`src/rtl/cfu_pkg.sv`:
```
// cfu_pkg
//   Shared CFU-L2 definitions: default field widths, the response status
//   codes and the parameter check used by cfu_l2_arbiter.
//   No ports (package).
package cfu_pkg;

  // CFU-L2 interface version and default field widths
  localparam int CFU_LI_VERSION      = 1;
  localparam int CFU_CFU_ID_W_DEF    = 4;
  localparam int CFU_STATE_ID_W_DEF  = 3;
  localparam int CFU_FUNC_ID_W_DEF   = 10;
  localparam int CFU_INSN_W_DEF      = 32;
  localparam int CFU_DATA_W_DEF      = 32;
  localparam int CFU_STATUS_W_DEF    = 3;

  // Response status codes carried on *_resp_status
  typedef enum logic [CFU_STATUS_W_DEF-1:0] {
    CFU_OK           = 3'd0,
    CFU_ERROR_CFU    = 3'd1,
    CFU_ERROR_STATE  = 3'd2,
    CFU_ERROR_FUNC   = 3'd3,
    CFU_ERROR_INSN   = 3'd4,
    CFU_ERROR_CUSTOM = 3'd7
  } cfu_status_e;

  // Largest number of upstream requesters one arbiter may serve
  localparam int CFU_ARB_MAX_REQ = 16;

  // Returns 1 when the arbiter parameters are usable: 2..CFU_ARB_MAX_REQ
  // requesters, and a tag FIFO depth that is a power of two of at least 2.
  function automatic bit check_cfu_arb_params(input int n_req, input int depth);
    bit ok;
    ok = 1'b1;
    if (n_req < 2 || n_req > CFU_ARB_MAX_REQ) ok = 1'b0;
    if (depth < 2) ok = 1'b0;
    if ((depth & (depth - 1)) != 0) ok = 1'b0;
    return ok;
  endfunction

endpackage

```
`src/rtl/cfu_tag_fifo.sv`:
```
// cfu_tag_fifo
//   Synchronous in-order FIFO holding the requester index of every request
//   that has been granted but not yet answered. Full/empty come from an
//   occupancy counter, so all DEPTH entries are usable.
// Ports
//   clk        clock
//   rst        synchronous reset, active low (empties the FIFO)
//   clk_en     state advances only when 1
//   push       write push_data at the tail (ignored when full)
//   push_data  entry to write
//   pop        drop the head entry (ignored when empty)
//   head_data  current head entry, valid only when empty==0
//   full       DEPTH entries held
//   empty      no entries held
module cfu_tag_fifo
  import cfu_pkg::*;
#(
  parameter int WIDTH = 2,
  parameter int DEPTH = 4
) (
  input  logic             clk,
  input  logic             rst,
  input  logic             clk_en,
  input  logic             push,
  input  logic [WIDTH-1:0] push_data,
  input  logic             pop,
  output logic [WIDTH-1:0] head_data,
  output logic             full,
  output logic             empty
);

  localparam int PTR_W = $clog2(DEPTH);

  logic [WIDTH-1:0] mem [DEPTH];
  logic [PTR_W-1:0] rd_ptr;
  logic [PTR_W-1:0] wr_ptr;
  logic [PTR_W:0]   count;
  logic             do_push;
  logic             do_pop;

  assign full      = (count == (PTR_W + 1)'(DEPTH));
  assign empty     = (count == '0);
  assign do_push   = clk_en & push & ~full;
  assign do_pop    = clk_en & pop & ~empty;
  assign head_data = mem[rd_ptr];

  // Storage needs no reset: an entry is only read after it has been written.
  always_ff @(posedge clk) begin
    if (do_push) begin
      mem[wr_ptr] <= push_data;
    end
  end

  // Pointers wrap naturally because DEPTH is a power of two; a simultaneous
  // push and pop moves both pointers and leaves the count unchanged.
  always_ff @(posedge clk) begin
    if (!rst) begin
      rd_ptr <= '0;
      wr_ptr <= '0;
      count  <= '0;
    end else begin
      if (do_push) wr_ptr <= wr_ptr + 1'b1;
      if (do_pop)  rd_ptr <= rd_ptr + 1'b1;
      case ({do_push, do_pop})
        2'b10:   count <= count + 1'b1;
        2'b01:   count <= count - 1'b1;
        default: count <= count;
      endcase
    end
  end

endmodule

```
`src/rtl/cfu_l2_arbiter.sv`:
```
// cfu_l2_arbiter
//   Shares one downstream CFU-L2 port among N_REQ upstream requesters.
//   Requests are granted round-robin with no added latency; the granted
//   index is queued in an in-order tag FIFO and each downstream response
//   is steered back to the requester at the FIFO head.
// Ports
//   clk, rst, clk_en           clock, synchronous active-low reset, enable
//   up_req_valid/ready         per-requester request handshake
//   up_req_cfu..up_req_data1   flattened request fields, requester i at [i*w +: w]
//   up_resp_valid/ready        per-requester response handshake
//   up_resp_status/data        response fields, broadcast to all requesters
//   dn_req_*                   request port toward the shared CFU
//   dn_resp_*                  response port from the shared CFU
//   resp_error                 response offered while nothing is outstanding
module cfu_l2_arbiter
  import cfu_pkg::*;
#(
  parameter int N_REQ          = 4,
  parameter int DEPTH          = 4,
  parameter int CFU_CFU_ID_W   = CFU_CFU_ID_W_DEF,
  parameter int CFU_STATE_ID_W = CFU_STATE_ID_W_DEF,
  parameter int CFU_FUNC_ID_W  = CFU_FUNC_ID_W_DEF,
  parameter int CFU_INSN_W     = CFU_INSN_W_DEF,
  parameter int CFU_DATA_W     = CFU_DATA_W_DEF,
  parameter int CFU_STATUS_W   = CFU_STATUS_W_DEF
) (
  input  logic                        clk,
  input  logic                        rst,
  input  logic                        clk_en,
  input  logic [N_REQ-1:0]            up_req_valid,
  output logic [N_REQ-1:0]            up_req_ready,
  input  logic [N_REQ*CFU_CFU_ID_W-1:0]   up_req_cfu,
  input  logic [N_REQ*CFU_STATE_ID_W-1:0] up_req_state,
  input  logic [N_REQ*CFU_FUNC_ID_W-1:0]  up_req_func,
  input  logic [N_REQ*CFU_INSN_W-1:0]     up_req_insn,
  input  logic [N_REQ*CFU_DATA_W-1:0]     up_req_data0,
  input  logic [N_REQ*CFU_DATA_W-1:0]     up_req_data1,
  output logic [N_REQ-1:0]            up_resp_valid,
  input  logic [N_REQ-1:0]            up_resp_ready,
  output logic [CFU_STATUS_W-1:0]     up_resp_status,
  output logic [CFU_DATA_W-1:0]       up_resp_data,
  output logic                        dn_req_valid,
  input  logic                        dn_req_ready,
  output logic [CFU_CFU_ID_W-1:0]     dn_req_cfu,
  output logic [CFU_STATE_ID_W-1:0]   dn_req_state,
  output logic [CFU_FUNC_ID_W-1:0]    dn_req_func,
  output logic [CFU_INSN_W-1:0]       dn_req_insn,
  output logic [CFU_DATA_W-1:0]       dn_req_data0,
  output logic [CFU_DATA_W-1:0]       dn_req_data1,
  input  logic                        dn_resp_valid,
  output logic                        dn_resp_ready,
  input  logic [CFU_STATUS_W-1:0]     dn_resp_status,
  input  logic [CFU_DATA_W-1:0]       dn_resp_data,
  output logic                        resp_error
);

  localparam int IDX_W = $clog2(N_REQ);

  if (!check_cfu_arb_params(N_REQ, DEPTH)) begin : g_bad_params
    $error("cfu_l2_arbiter: N_REQ or DEPTH out of range");
  end

  logic [IDX_W-1:0] rr_ptr;
  logic [IDX_W-1:0] grant_idx;
  logic [IDX_W-1:0] next_ptr;
  logic [IDX_W-1:0] head_idx;
  logic             any_valid;
  logic             fifo_full;
  logic             fifo_empty;
  logic             req_fire;
  logic             resp_fire;
  int               grant_base;

  // Rotating priority encoder: scan requesters starting at rr_ptr and take
  // the first one asserting valid. With no valid requester grant_idx is a
  // don't-care because dn_req_valid is low.
  always_comb begin
    int  cand;
    logic found;
    grant_idx = rr_ptr;
    found     = 1'b0;
    cand      = 0;
    for (int k = 0; k < N_REQ; k++) begin
      cand = int'(rr_ptr) + k;
      if (cand >= N_REQ) cand = cand - N_REQ;
      if (!found && up_req_valid[cand]) begin
        grant_idx = cand[IDX_W-1:0];
        found     = 1'b1;
      end
    end
  end

  assign any_valid    = |up_req_valid;
  // A full FIFO blocks new grants even if a pop fires in the same cycle.
  assign dn_req_valid = rst & any_valid & ~fifo_full;
  assign req_fire     = dn_req_valid & dn_req_ready & clk_en;
  assign next_ptr     = (grant_idx == IDX_W'(N_REQ - 1)) ? '0 : grant_idx + 1'b1;

  // Only the granted requester sees ready, and only when the downstream
  // port can take the request this cycle.
  always_comb begin
    up_req_ready = '0;
    if (dn_req_valid && dn_req_ready) begin
      up_req_ready[grant_idx] = 1'b1;
    end
  end

  // Request fields come straight from the granted requester (no registers).
  assign grant_base   = int'(grant_idx);
  assign dn_req_cfu   = up_req_cfu  [grant_base*CFU_CFU_ID_W   +: CFU_CFU_ID_W];
  assign dn_req_state = up_req_state[grant_base*CFU_STATE_ID_W +: CFU_STATE_ID_W];
  assign dn_req_func  = up_req_func [grant_base*CFU_FUNC_ID_W  +: CFU_FUNC_ID_W];
  assign dn_req_insn  = up_req_insn [grant_base*CFU_INSN_W     +: CFU_INSN_W];
  assign dn_req_data0 = up_req_data0[grant_base*CFU_DATA_W     +: CFU_DATA_W];
  assign dn_req_data1 = up_req_data1[grant_base*CFU_DATA_W     +: CFU_DATA_W];

  // Round-robin pointer moves past the winner only on an accepted request.
  always_ff @(posedge clk) begin
    if (!rst) begin
      rr_ptr <= '0;
    end else if (req_fire) begin
      rr_ptr <= next_ptr;
    end
  end

  cfu_tag_fifo #(
    .WIDTH (IDX_W),
    .DEPTH (DEPTH)
  ) u_tag_fifo (
    .clk       (clk),
    .rst       (rst),
    .clk_en    (clk_en),
    .push      (req_fire),
    .push_data (grant_idx),
    .pop       (resp_fire),
    .head_data (head_idx),
    .full      (fifo_full),
    .empty     (fifo_empty)
  );

  // Responses go to the oldest outstanding requester. A response with no
  // outstanding tag is never accepted and is flagged on resp_error.
  always_comb begin
    up_resp_valid = '0;
    if (rst && dn_resp_valid && !fifo_empty) begin
      up_resp_valid[head_idx] = 1'b1;
    end
  end

  assign dn_resp_ready  = rst & ~fifo_empty & up_resp_ready[head_idx];
  assign resp_fire      = dn_resp_valid & dn_resp_ready & clk_en;
  assign resp_error     = rst & dn_resp_valid & fifo_empty;
  assign up_resp_status = dn_resp_status;
  assign up_resp_data   = dn_resp_data;

endmodule

```
`config.mk`:
```
export PLATFORM = sky130hd
export DESIGN_NAME = cfu_l2_arbiter
export DESIGN_NICKNAME = d
export VERILOG_FILES = /design/src/rtl/cfu_pkg.sv /design/src/rtl/cfu_tag_fifo.sv /design/src/rtl/cfu_l2_arbiter.sv
export SDC_FILE = /design/constraint.sdc
export NUM_CORES = 1
export LEC_CHECK = 0
export ABC_AREA = 1
export BUFFER_PORTS_ARGS = -buffer_cell sky130_fd_sc_hd__buf_2
export CORE_AREA = 5 5 250 252
export DETAILED_ROUTE_END_ITERATION = 12
export DIE_AREA = 0 0 255 257
export GPL_ROUTABILITY_DRIVEN = 0
export PLACE_DENSITY = 0.43
export RECOVER_POWER = 100
export SETUP_SLACK_MARGIN = 0.3
export SYNTH_ARGS = -nofsm -noshare
export SYNTH_HDL_FRONTEND = slang
export SYNTH_SLANG_ARGS = --single-unit
export TNS_END_PERCENT = 30
```
`constraint.sdc`:
```
create_clock -name clk -period 3 [get_ports clk]
set_input_delay 0.6 -clock clk [delete_from_list [all_inputs] [get_ports clk]]
set_output_delay 0.6 -clock clk [all_outputs]
set_load 0.01 [all_outputs]
```
==> qor.yml <==
cts_buffer_depth: 2
ff2ff_setup_slack_ns: 0.39
synth_top_family_by_area: "simple AND/OR/NAND/NOR gates"
die_w_um: 255
relSlewSlack_pct: 67.5
finalInstanceArea_mm2: 0.0127
yosysSeqAreaShare_pct: 7.26
finalHoldViolations: 0
max_freq_mhz: 323
synth_nets: 1880
r2r-end: "u_tag_fifo.count[2]"
viasPerCell: 3.89
min_period_ns: 3.10
holdPathStages: 2
grt_pass1_wl_um: 58500
drive_above_1_share_pct: 43.5
cp_max_fo: 5
comb_power_share_pct: 89.5
worst_pin_slew_ns: 0.488
post-route-period-util_pct: 103
synthAdderAreaFrac_pct: 2.09
violations: "setup timing"
core_area_mm2: 0.0599
wire_per_inst_um: 16.6
drcViolationCount: 0
setup_viol: 76
grt_max_degree: 41
seq_area_um2: 468
drt-initial-drc-count: 572
synthSimpleGateAreaFrac_pct: 73.2
initial_core_util_pct: 10.6
synth_area_per_cell_um2: 4.63
critPathLaunchType: "register"
first_pass_iters: 5
antenna_found_initial: 7
hold_path_class: "reg -> reg"
port_buffers: 588
ant_nets: 0
finalWirelength_um: 46300
cts_tree: "done"
layout_commonest_cell: "nand2_1"
dpl-instance-area_mm2: 0.0106
die_area_mm2: 0.0655
leakage_nw: 7.50
grt_usage_pct: 11.2
power_mw: 5.41
clockRootBuffer: "clkbuf_16"
power_switching_mw: 2.65
crit_path_end_kind: "output pin"
p_sw_share_pct: 49.0
critPathLaunch: "rr_ptr[0]"
clock_sinks: 19
h-tree-depth: 1
path_class: "reg -> out"
fin_skew_ns: 0.00240
clk_latency_ns: 0.25
reg2reg_depth: 17
syn_inst: 1370
ios: 659
synth_area_mm2: 0.00634
dieHeight_um: 257
drv_slew: 0
layout.nets: 2514
crit_required_ns: 2.40
area_growth_pct: 100
min-delay-start: "u_tag_fifo.rd_ptr[1]"
cts_buffers: 3
vias: 10800
peakVddDrop_uv: 176
worstHoldEndpoint: "u_tag_fifo.rd_ptr[1]"
clock_power_share_pct: 5.2
max_cap_viol_count: 0
ys_ff_latch: 19
dpl.hpwl_um: 32700
clk_pin_slew_ns: 0.06
holdBufCountCts: 0
final_cell_mix: "nand2_1 (794), buf_2 (555), nand3_1 (230), buf_6 (72), buf_4 (67)"
grt_pass1_vias: 10400
postLayoutSetupSlackWorst_ns: -0.0999
arrival_ns: 2.50
p_int_mw: 2.76
status: "complete, but fails checks"
ys_types: 26
p_per_area_mw_per_mm2: 426
rows: 90
multiInputGateArea_mm2: 0.00533
rsz0062_at_grt: "true"
yosysWarnings: 0
n_fill_cell: 7060
synth_xor_area_share_pct: 0.138
power_frac_seq_pct: 5.3
synth.mux.area_fraction_pct: 0
grt_overflow_total: 0
synth-compound-area-share_pct: 1.50
cells by family after synthesis:
logic type,Yosys count
fa+ha+maj,10
buf+inv,177
simple gates,1145
compound gates,18
xor+xnor,1
flops,19
per-stage QoR:
step	hold slack, ns	util (%)	setup slack (ns)	setup TNS [ns]	cells
after global placement	0.489	17.8	-0.0482	-0.115	2722
after detailed placement	0.492	17.8	-0.0540	-0.133	2722
final	0.503	21.2	-0.0999	-2.18	2787
after global routing	0.512	21.2	-0.201	-14.22	2785
after floorplan	0.453	-	0.424	0	1370
after CTS	0.499	19.6	-0.00366	-0.00366	2751
critical path: stages, from the launching register on:
cell and delay (ns):
dfxtp_4 0.37, buf_6 0.14, nand2_4 0.07, nand2_2 0.06
o21ai_1 0.19, nand2_2 0.09, inv_4 0.08, nand2_4 0.08
buf_6 0.13, nor2_4 0.11, buf_6 0.11, a21oi_4 0.04
buf_12 0.15, buf_12 0.13, clkbuf_16 0.16, buf_6 0.11
nand2_2 0.05, nand2_2 0.04, buf_6 0.12
worst max-delay path by stage:
stage / slack (ns) / cells past startpoint / endpoint
after global placement: -0.05 / 17 / dn_req_insn[9]
after CTS: -0.004 / 18 / dn_req_insn[10]
after floorplan: 0.42 / 13 / up_req_ready[3]
after detailed placement: -0.05 / 17 / dn_req_insn[9]
final: -0.1 / 18 / dn_req_insn[6]
after global routing: -0.20 / 18 / dn_req_insn[6]
Yosys cell counts:
master    count  area, um2
xor2_1        1       8.76
nand2_2       3       18.8
clkbuf_1      7       26.3
a21oi_2       1       8.76
o21ai_0       6       30.0
buf_2        62        310
inv_1        35        131
nand4_1       3       18.8
buf_1        13       48.8
nand2_1     868       3260
nor2_1       19       71.3
or2_1         1       6.26
nand3_1     243       1220
a21oi_1       9       45.0
fa_1          1       20.0
buf_4        42        315
buf_6        14        158
nor3_1        4       20.0
a31oi_1       1       6.26
ha_1          9        113
nand3b_1      2       15.0
dfxtp_1      11        220
o21ai_1       1       5.00
edfxtp_1      8        240
nor2_2        2       12.5
inv_2         4       15.0
power by group through the flow:
stage                     Combinational, mW  Clock, mW  Sequential, mW
final                                  4.84      0.279           0.286
after global routing                   5.30      0.297           0.287
after CTS                              4.24      0.289           0.286
after detailed placement               3.62          0           0.291
after global placement                 3.65          0           0.291
after floorplan                        1.96          0           0.290
timing repair:
action                                  4_1_cts  5_1_grt
endpoints found under the setup margin      117      119
pin swaps                                    27       52
setup buffers                                15       17
resized for setup                           144       98
cloned                                       10       17
metal layers:
layer	vias to the layer above	share of wire [%]	GRT usage, %
met5	-	0.045	0
met2	497	48	20.2
li1	5525	-	-
met4	4	4.1	4.05
met1	4724	40	13.1
met3	89	7.5	2.37
area by class of cell:
type / count / share of cell area [%]
Clock inverter: 1 / 0.0394
Tap cell: 782 / 7.71
Timing Repair Buffer: 767 / 44.7
Clock buffer: 3 / 0.591
Antenna cell: 2 / 0.0394
Inverter: 39 / 1.23
Sequential cell: 19 / 3.69
Multi-Input combinational cell: 1174 / 42.0
No activity file was read; power rests on OpenSTA's default activity.
